File: config.mk
export PLATFORM = sky130hd
export DESIGN_NAME = intr_hub_arbiter_flat
export DESIGN_NICKNAME = d
export VERILOG_FILES = /design/src/rtl/intr_hub_arbiter_if.sv /design/src/rtl/intr_hub_arbiter.sv /design/src/flat_wrapper.sv
export SDC_FILE = /design/constraint.sdc
export NUM_CORES = 1
export LEC_CHECK = 0
export BUFFER_PORTS_ARGS = -buffer_cell sky130_fd_sc_hd__buf_2
export CAP_MARGIN = 30
export CORE_MARGIN = 3
export CORE_UTILIZATION = 30
export CTS_CLUSTER_DIAMETER = 100
export DETAILED_ROUTE_END_ITERATION = 12
export PLACE_DENSITY = 0.61
export SETUP_SLACK_MARGIN = 0.02
export SLEW_MARGIN = 20
export SYNTH_ARGS = -nofsm -noshare
export SYNTH_HDL_FRONTEND = slang
export SYNTH_SLANG_ARGS = --single-unit
File: constraint.sdc
create_clock -name clk -period 1.3 [get_ports clk]
set_input_delay 0.13 -clock clk [delete_from_list [all_inputs] [get_ports clk]]
set_output_delay 0.13 -clock clk [all_outputs]
set_load 0.005 [all_outputs]
File: src/rtl/intr_hub_arbiter_if.sv
// ============================================================================
// Module  : intr_hub_arbiter_if
// Purpose : Interrupt hub bus between the edge-detect/controller side and the
//           pending-latch arbiter.
// Revision: 1.0 - initial release
// ============================================================================
`default_nettype none

interface intr_hub_arbiter_if #(
  parameter int NUM_INTR = 8,
  parameter int ID_WIDTH = 3
);
  logic [NUM_INTR-1:0] int_pulse;
  logic [NUM_INTR-1:0] int_mask;
  logic                irq_ack;
  logic [NUM_INTR-1:0] ovf_clr;
  logic                irq_req;
  logic [ID_WIDTH-1:0] irq_id;
  logic [NUM_INTR-1:0] pending;
  logic [NUM_INTR-1:0] overflow;

  modport master (
    output int_pulse,
    output int_mask,
    output irq_ack,
    output ovf_clr,
    input  irq_req,
    input  irq_id,
    input  pending,
    input  overflow
  );

  modport slave (
    input  int_pulse,
    input  int_mask,
    input  irq_ack,
    input  ovf_clr,
    output irq_req,
    output irq_id,
    output pending,
    output overflow
  );
endinterface

`default_nettype wire

File: src/rtl/intr_hub_arbiter.sv
// ============================================================================
// Module  : intr_hub_arbiter
// Purpose : Latches interrupt pulses as pending bits, picks the lowest-index
//           unmasked source and holds a request/ID pair until acknowledged.
// Revision: 1.0 - initial release
// ============================================================================
`default_nettype none

module intr_hub_arbiter #(
  parameter int NUM_INTR = 8,
  parameter int ID_WIDTH = 3,
  parameter int HOLDOFF  = 4
) (
  input  logic              clk,
  input  logic              rst,
  intr_hub_arbiter_if.slave bus
);

  localparam logic [7:0]          c_holdoff = 8'(HOLDOFF);
  localparam logic [NUM_INTR-1:0] c_one     = NUM_INTR'(1);

  typedef enum logic [1:0] {
    S_IDLE = 2'd0,
    S_REQ  = 2'd1,
    S_HOLD = 2'd2
  } state_t;

  state_t              r_state;
  logic [7:0]          r_hold_cnt;
  logic                r_irq_req;
  logic [ID_WIDTH-1:0] r_irq_id;
  logic [NUM_INTR-1:0] r_pending;
  logic [NUM_INTR-1:0] r_overflow;

  logic [NUM_INTR-1:0] w_eligible;
  logic [ID_WIDTH-1:0] w_winner;
  logic                w_ack_accept;
  logic [NUM_INTR-1:0] w_clr;
  logic [NUM_INTR-1:0] w_ovf_set;

  assign w_eligible   = r_pending & bus.int_mask;
  assign w_ack_accept = (r_state == S_REQ) && bus.irq_ack;
  assign w_clr        = w_ack_accept ? (c_one << r_irq_id) : '0;
  // A pulse landing on a bit that is being acked this cycle re-arms it cleanly.
  assign w_ovf_set    = bus.int_pulse & r_pending & ~w_clr;

  // Fixed priority: scanning downward lets the lowest index overwrite last.
  always_comb begin
    w_winner = '0;
    for (int i = NUM_INTR - 1; i >= 0; i--) begin
      if (w_eligible[i]) begin
        w_winner = ID_WIDTH'(i);
      end
    end
  end

  always_ff @(posedge clk) begin
    if (rst) begin
      r_pending  <= '0;
      r_overflow <= '0;
    end else begin
      r_pending  <= (r_pending & ~w_clr) | bus.int_pulse;
      r_overflow <= (r_overflow & ~bus.ovf_clr) | w_ovf_set;
    end
  end

  always_ff @(posedge clk) begin
    if (rst) begin
      r_state    <= S_IDLE;
      r_hold_cnt <= '0;
      r_irq_req  <= 1'b0;
      r_irq_id   <= '0;
    end else begin
      case (r_state)
        S_IDLE: begin
          if (|w_eligible) begin
            r_irq_id  <= w_winner;
            r_irq_req <= 1'b1;
            r_state   <= S_REQ;
          end
        end
        S_REQ: begin
          if (bus.irq_ack) begin
            r_irq_req <= 1'b0;
            if (c_holdoff == 8'd0) begin
              r_state <= S_IDLE;
            end else begin
              r_hold_cnt <= c_holdoff;
              r_state    <= S_HOLD;
            end
          end
        end
        S_HOLD: begin
          r_hold_cnt <= r_hold_cnt - 8'd1;
          if (r_hold_cnt <= 8'd1) begin
            r_state <= S_IDLE;
          end
        end
        default: begin
          r_state   <= S_IDLE;
          r_irq_req <= 1'b0;
        end
      endcase
    end
  end

  assign bus.irq_req  = r_irq_req;
  assign bus.irq_id   = r_irq_id;
  assign bus.pending  = r_pending;
  assign bus.overflow = r_overflow;

endmodule

`default_nettype wire

File: src/flat_wrapper.sv
// flat-port wrapper written by rule: the top's interface ports become plain ports
module intr_hub_arbiter_flat 
#(
  parameter int NUM_INTR = 8,
  parameter int ID_WIDTH = 3,
  parameter int HOLDOFF  = 4
)
  (clk, rst, bus_int_pulse, bus_int_mask, bus_irq_ack, bus_ovf_clr, bus_irq_req, bus_irq_id, bus_pending, bus_overflow);
  intr_hub_arbiter_if #(.NUM_INTR(NUM_INTR), .ID_WIDTH(ID_WIDTH)) bus_i ();
  input  logic clk;
  input  logic rst;
  input wire logic [$bits(bus_i.int_pulse)-1:0] bus_int_pulse;
  input wire logic [$bits(bus_i.int_mask)-1:0] bus_int_mask;
  input wire logic [$bits(bus_i.irq_ack)-1:0] bus_irq_ack;
  input wire logic [$bits(bus_i.ovf_clr)-1:0] bus_ovf_clr;
  output wire logic [$bits(bus_i.irq_req)-1:0] bus_irq_req;
  output wire logic [$bits(bus_i.irq_id)-1:0] bus_irq_id;
  output wire logic [$bits(bus_i.pending)-1:0] bus_pending;
  output wire logic [$bits(bus_i.overflow)-1:0] bus_overflow;
  assign bus_i.int_pulse = bus_int_pulse;
  assign bus_i.int_mask = bus_int_mask;
  assign bus_i.irq_ack = bus_irq_ack;
  assign bus_i.ovf_clr = bus_ovf_clr;
  assign bus_irq_req = bus_i.irq_req;
  assign bus_irq_id = bus_i.irq_id;
  assign bus_pending = bus_i.pending;
  assign bus_overflow = bus_i.overflow;
  intr_hub_arbiter #(.NUM_INTR(NUM_INTR), .ID_WIDTH(ID_WIDTH), .HOLDOFF(HOLDOFF)) u_core (.clk(clk), .rst(rst), .bus(bus_i));
endmodule
==> impl_metrics.json <==
{
  "yosys_register_bits": 30,
  "die_h_microns": 73.5,
  "synthArstFlopShare_pct": 0,
  "worst_path_max_delay_cell": "dfxtp_4",
  "seq_area_sq_um": 614,
  "hold_depth": 3,
  "drc": 0,
  "grt_max_degree": 15,
  "hold_path.class": "in -> reg",
  "synth_cells": 160,
  "share_comb_of_total_power_pct": 19.7,
  "period_minus_slack_ps": 1290,
  "synth_flop_cell": "dfxtp_1",
  "synth_common_cells": "dfxtp_1 (30), nor2_1 (24), a21oi_1 (16), nand2_1 (16)",
  "r2r_slack_ps": 7,
  "cts_root_buf": "clkbuf_8",
  "multi_input_area_sq_um": 875,
  "synthAdderAreaFrac_pct": 1.83,
  "r2r-end": "u_core.bus.overflow[1]",
  "cts_buffers": 5,
  "grt_pass1_wl_microns": 6330,
  "ys_seq_area_share_pct": 43.9,
  "worstPathCellList": "buf_6 -> nand4b_1 -> o31a_1 -> a21oi_2 -> nor2_1",
  "synthesis.nets": 189,
  "setup_viol": 0,
  "synth_compound_area_share_pct": 22.9,
  "antennaDiodeCount": 0,
  "intPower_w": 0.00211,
  "worst_slew_pin_slew_ps": 412,
  "synth_edf_count": 0,
  "fin_nets": 266,
  "cts_sinks": 30,
  "nFillCells": 404,
  "slew_viol_final": 0,
  "use_met3_pct": 2.74,
  "cp.required_ps": 1480,
  "avgRoutedWirePerCell_microns": 13.0,
  "yosysUniqueCellTypes": 34,
  "cts-hold-fix-buffers": 0,
  "outcome": "finished clean",
  "synth_xor_xnor_area_share_pct": 0,
  "crit_path_end_kind": "register",
  "yosysMostFrequentCell": "dfxtp_1",
  "yosys.area.top_type": "dfxtp_1",
  "die_area_sq_mm": 0.00541,
  "slew_headroom_pct": 71.9,
  "finalClockSkew_ps": 9.55,
  "vias_per_cell": 5.03,
  "seqPwrFrac_pct": 38.2,
  "busiest_layer": "met2",
  "antenna_found_initial": 0,
  "r2r-start": "u_core.r_state[1]",
  "drt_iter0_markers": 66,
  "io_buffers": 46,
  "timing.setup.tns_ps": 0,
  "cts-htree-levels": 2,
  "synthesis.area_sq_mm": 0.00137,
  "dp_hpwl_microns": 2770,
  "dp_slack_ps": -152,
  "r2r_cells": 5,
  "clk_pin_slew_ps": 70,
  "p_leak_nw": 0.953,
  "place.gp.congestion": 0.776,
  "clkLatencyLatePin_ps": 280,
  "totalPowerFinal_w": 0.00279,
  "yosys.area.top_type_share_pct": 43.9,
  "synth_top_family_by_area": "simple AND/OR/NAND/NOR gates",
  "core_area_sq_mm": 0.00420,
  "max_stage_delay_ps": 370,
  "wl_microns": 3760,
  "syn_area_per_cell_sq_um": 8.56,
  "net-switching-power_w": 0.000685,
  "clock_power_share_pct": 42.0,
  "synthMuxAreaShare_pct": 3.29,
  "crit_fanout": 6,
  "path_delay_family": "compound AO/OA/AOI/OAI gates",
  "top_level_ports": 47,
  "ys_warn_count": 0,
  "grt_pass1_vias": 1391,
  "power.density_mw_per_mm2": 1280,
  "num_vias": 1448,
  "power.share.switching_pct": 24.5,
  "postRouteAntennaNets": 0,
  "worstSetupStartpointType": "register",
  "hold_viol": 0,
  "drive_gt1_share_pct": 50.4,
  "fin_ws_ps": 7.20,
  "gr-usage-met2_pct": 23.2,
  "path_class": "reg -> reg",
  "syn2layout_area_growth_pct": 59.0,
  "synthSimpleGateAreaFrac_pct": 24.5,
  "std_cell_rows": 23,
  "hold-path-endpoint": "u_core.bus.pending[6]",
  "clock.fmax_mhz": 774,
  "use_met1_pct": 20.0,
  "clk_path_buf_depth": 2,
  "dr.pass1.iters": 4,
  "min_from": "bus_int_pulse[6]",
  "grt_util_all_layers_pct": 14.9,
  "die_w_microns": 73.5,
  "rsz0062_at_grt": "true",
  "start_util_pct": 32.6,
  "cts_tree": "yes",
  "cp.arrival_ps": 1470,
  "critPathBufInv": 1,
  "ir_worst_vdd_uv": 546,
  "synth_area_leaders": "dfxtp_1 (44%), nor2_1 (6.6%), a21oi_1 (5.9%)",
  "finalCritPeriodShare_pct": 99.4,
  "gr-total-overflow": 0,
  "maxCapViolations": 0
}
[routing by layer]
layer  routed length (microns)  share of wire, %  up-vias
li1                          -                 -      731
met4                        72               1.9        0
met2                      1710                45       37
met3                       187               5.0        8
met1                      1790                48      672
met5                         0                 0        -
[worst max path at each step]
stage	from	slack (ps)	cells after the start	endpoint
after global routing	u_core.r_hold_cnt[0]	-70	6	u_core.r_hold_cnt[6]
after floorplan	u_core.r_hold_cnt[0]	-90	6	u_core.r_hold_cnt[6]
final	u_core.r_state[1]	7	5	u_core.bus.overflow[1]
after CTS	u_core.r_hold_cnt[1]	-120	6	u_core.r_hold_cnt[6]
after global placement	u_core.r_hold_cnt[1]	-100	6	u_core.r_hold_cnt[6]
after detailed placement	u_core.r_hold_cnt[1]	-150	6	u_core.r_hold_cnt[6]
[state kept, by name, summed over array words and instances (netlist names)]
| name | count |
|---|---|
| u_core.r_hold_cnt | 8 |
| u_core.bus.irq_id | 3 |
| u_core.bus.overflow | 8 |
| u_core.r_state | 2 |
| u_core.bus.irq_req | 1 |
| u_core.bus.pending | 8 |
[tightest hold or removal path: stages]
cell and delay (ps):
buf_2 100, a21oi_2 30, nor2_1 70
[power by group through the flow]
stage / logic, W / registers [W] / clock network, W
2_1_floorplan: 0.000229 / 0.00107 / 0
3_3_place_gp: 0.000469 / 0.00107 / 0
3_5_place_dp: 0.000471 / 0.00107 / 0
4_1_cts: 0.000502 / 0.00106 / 0.00120
5_1_grt: 0.000614 / 0.00108 / 0.00123
6_report: 0.000551 / 0.00107 / 0.00117
[logic make-up (layout without fill, tap and decap cells)]
group                      after synthesis  after routing
and+or+nand+nor                         66             66
AOI/OAI and AO/OA                       47             47
DFF                                     30             30
buffers and inverters                   11             89
muxes                                    4              4
adders and majority gates                2              2
[area by class of cell]
type,instances,area share [%]
multi-input cells,119,40.2
clock inverters,2,2.76
well taps,50,2.88
flip-flops and latches,30,28.2
repair buffers,75,21.1
clock buffers,6,3.80
inverters,6,1.04
[per-stage QoR]
| stage | area, sq um | instances | hold slack [ps] | util, % |
|---|---|---|---|---|
| 2_1_floorplan | 1370 | 160 | 220 | - |
| 5_1_grt | 2180 | 288 | 109 | 51.8 |
| 4_1_cts | 2060 | 289 | 71.1 | 48.9 |
| 6_report | 2180 | 288 | 74.9 | 51.8 |
| 3_3_place_gp | 1840 | 278 | 355 | 43.7 |
| 3_5_place_dp | 1840 | 278 | 367 | 43.7 |
[layout by cell type, fill, tap and decap left out, types with 4 or more instances in the layout]
cell type	n
buf_2	46
buf_4	26
dfxtp_1	23
nor2_1	21
nand2_1	16
a21oi_1	12
nand2b_1	6
clkbuf_8	6
nor2b_1	5
dfxtp_2	5
inv_1	4
a21oi_2	4
[repair_timing]
| item | CTS | global route |
|---|---|---|
| resized for setup | 14 | 31 |
| buffers inserted | 3 | 1 |
| setup endpoints to repair | 14 | 24 |
| pin swaps | 4 | 13 |
No activity file was read; power rests on OpenSTA's default activity.
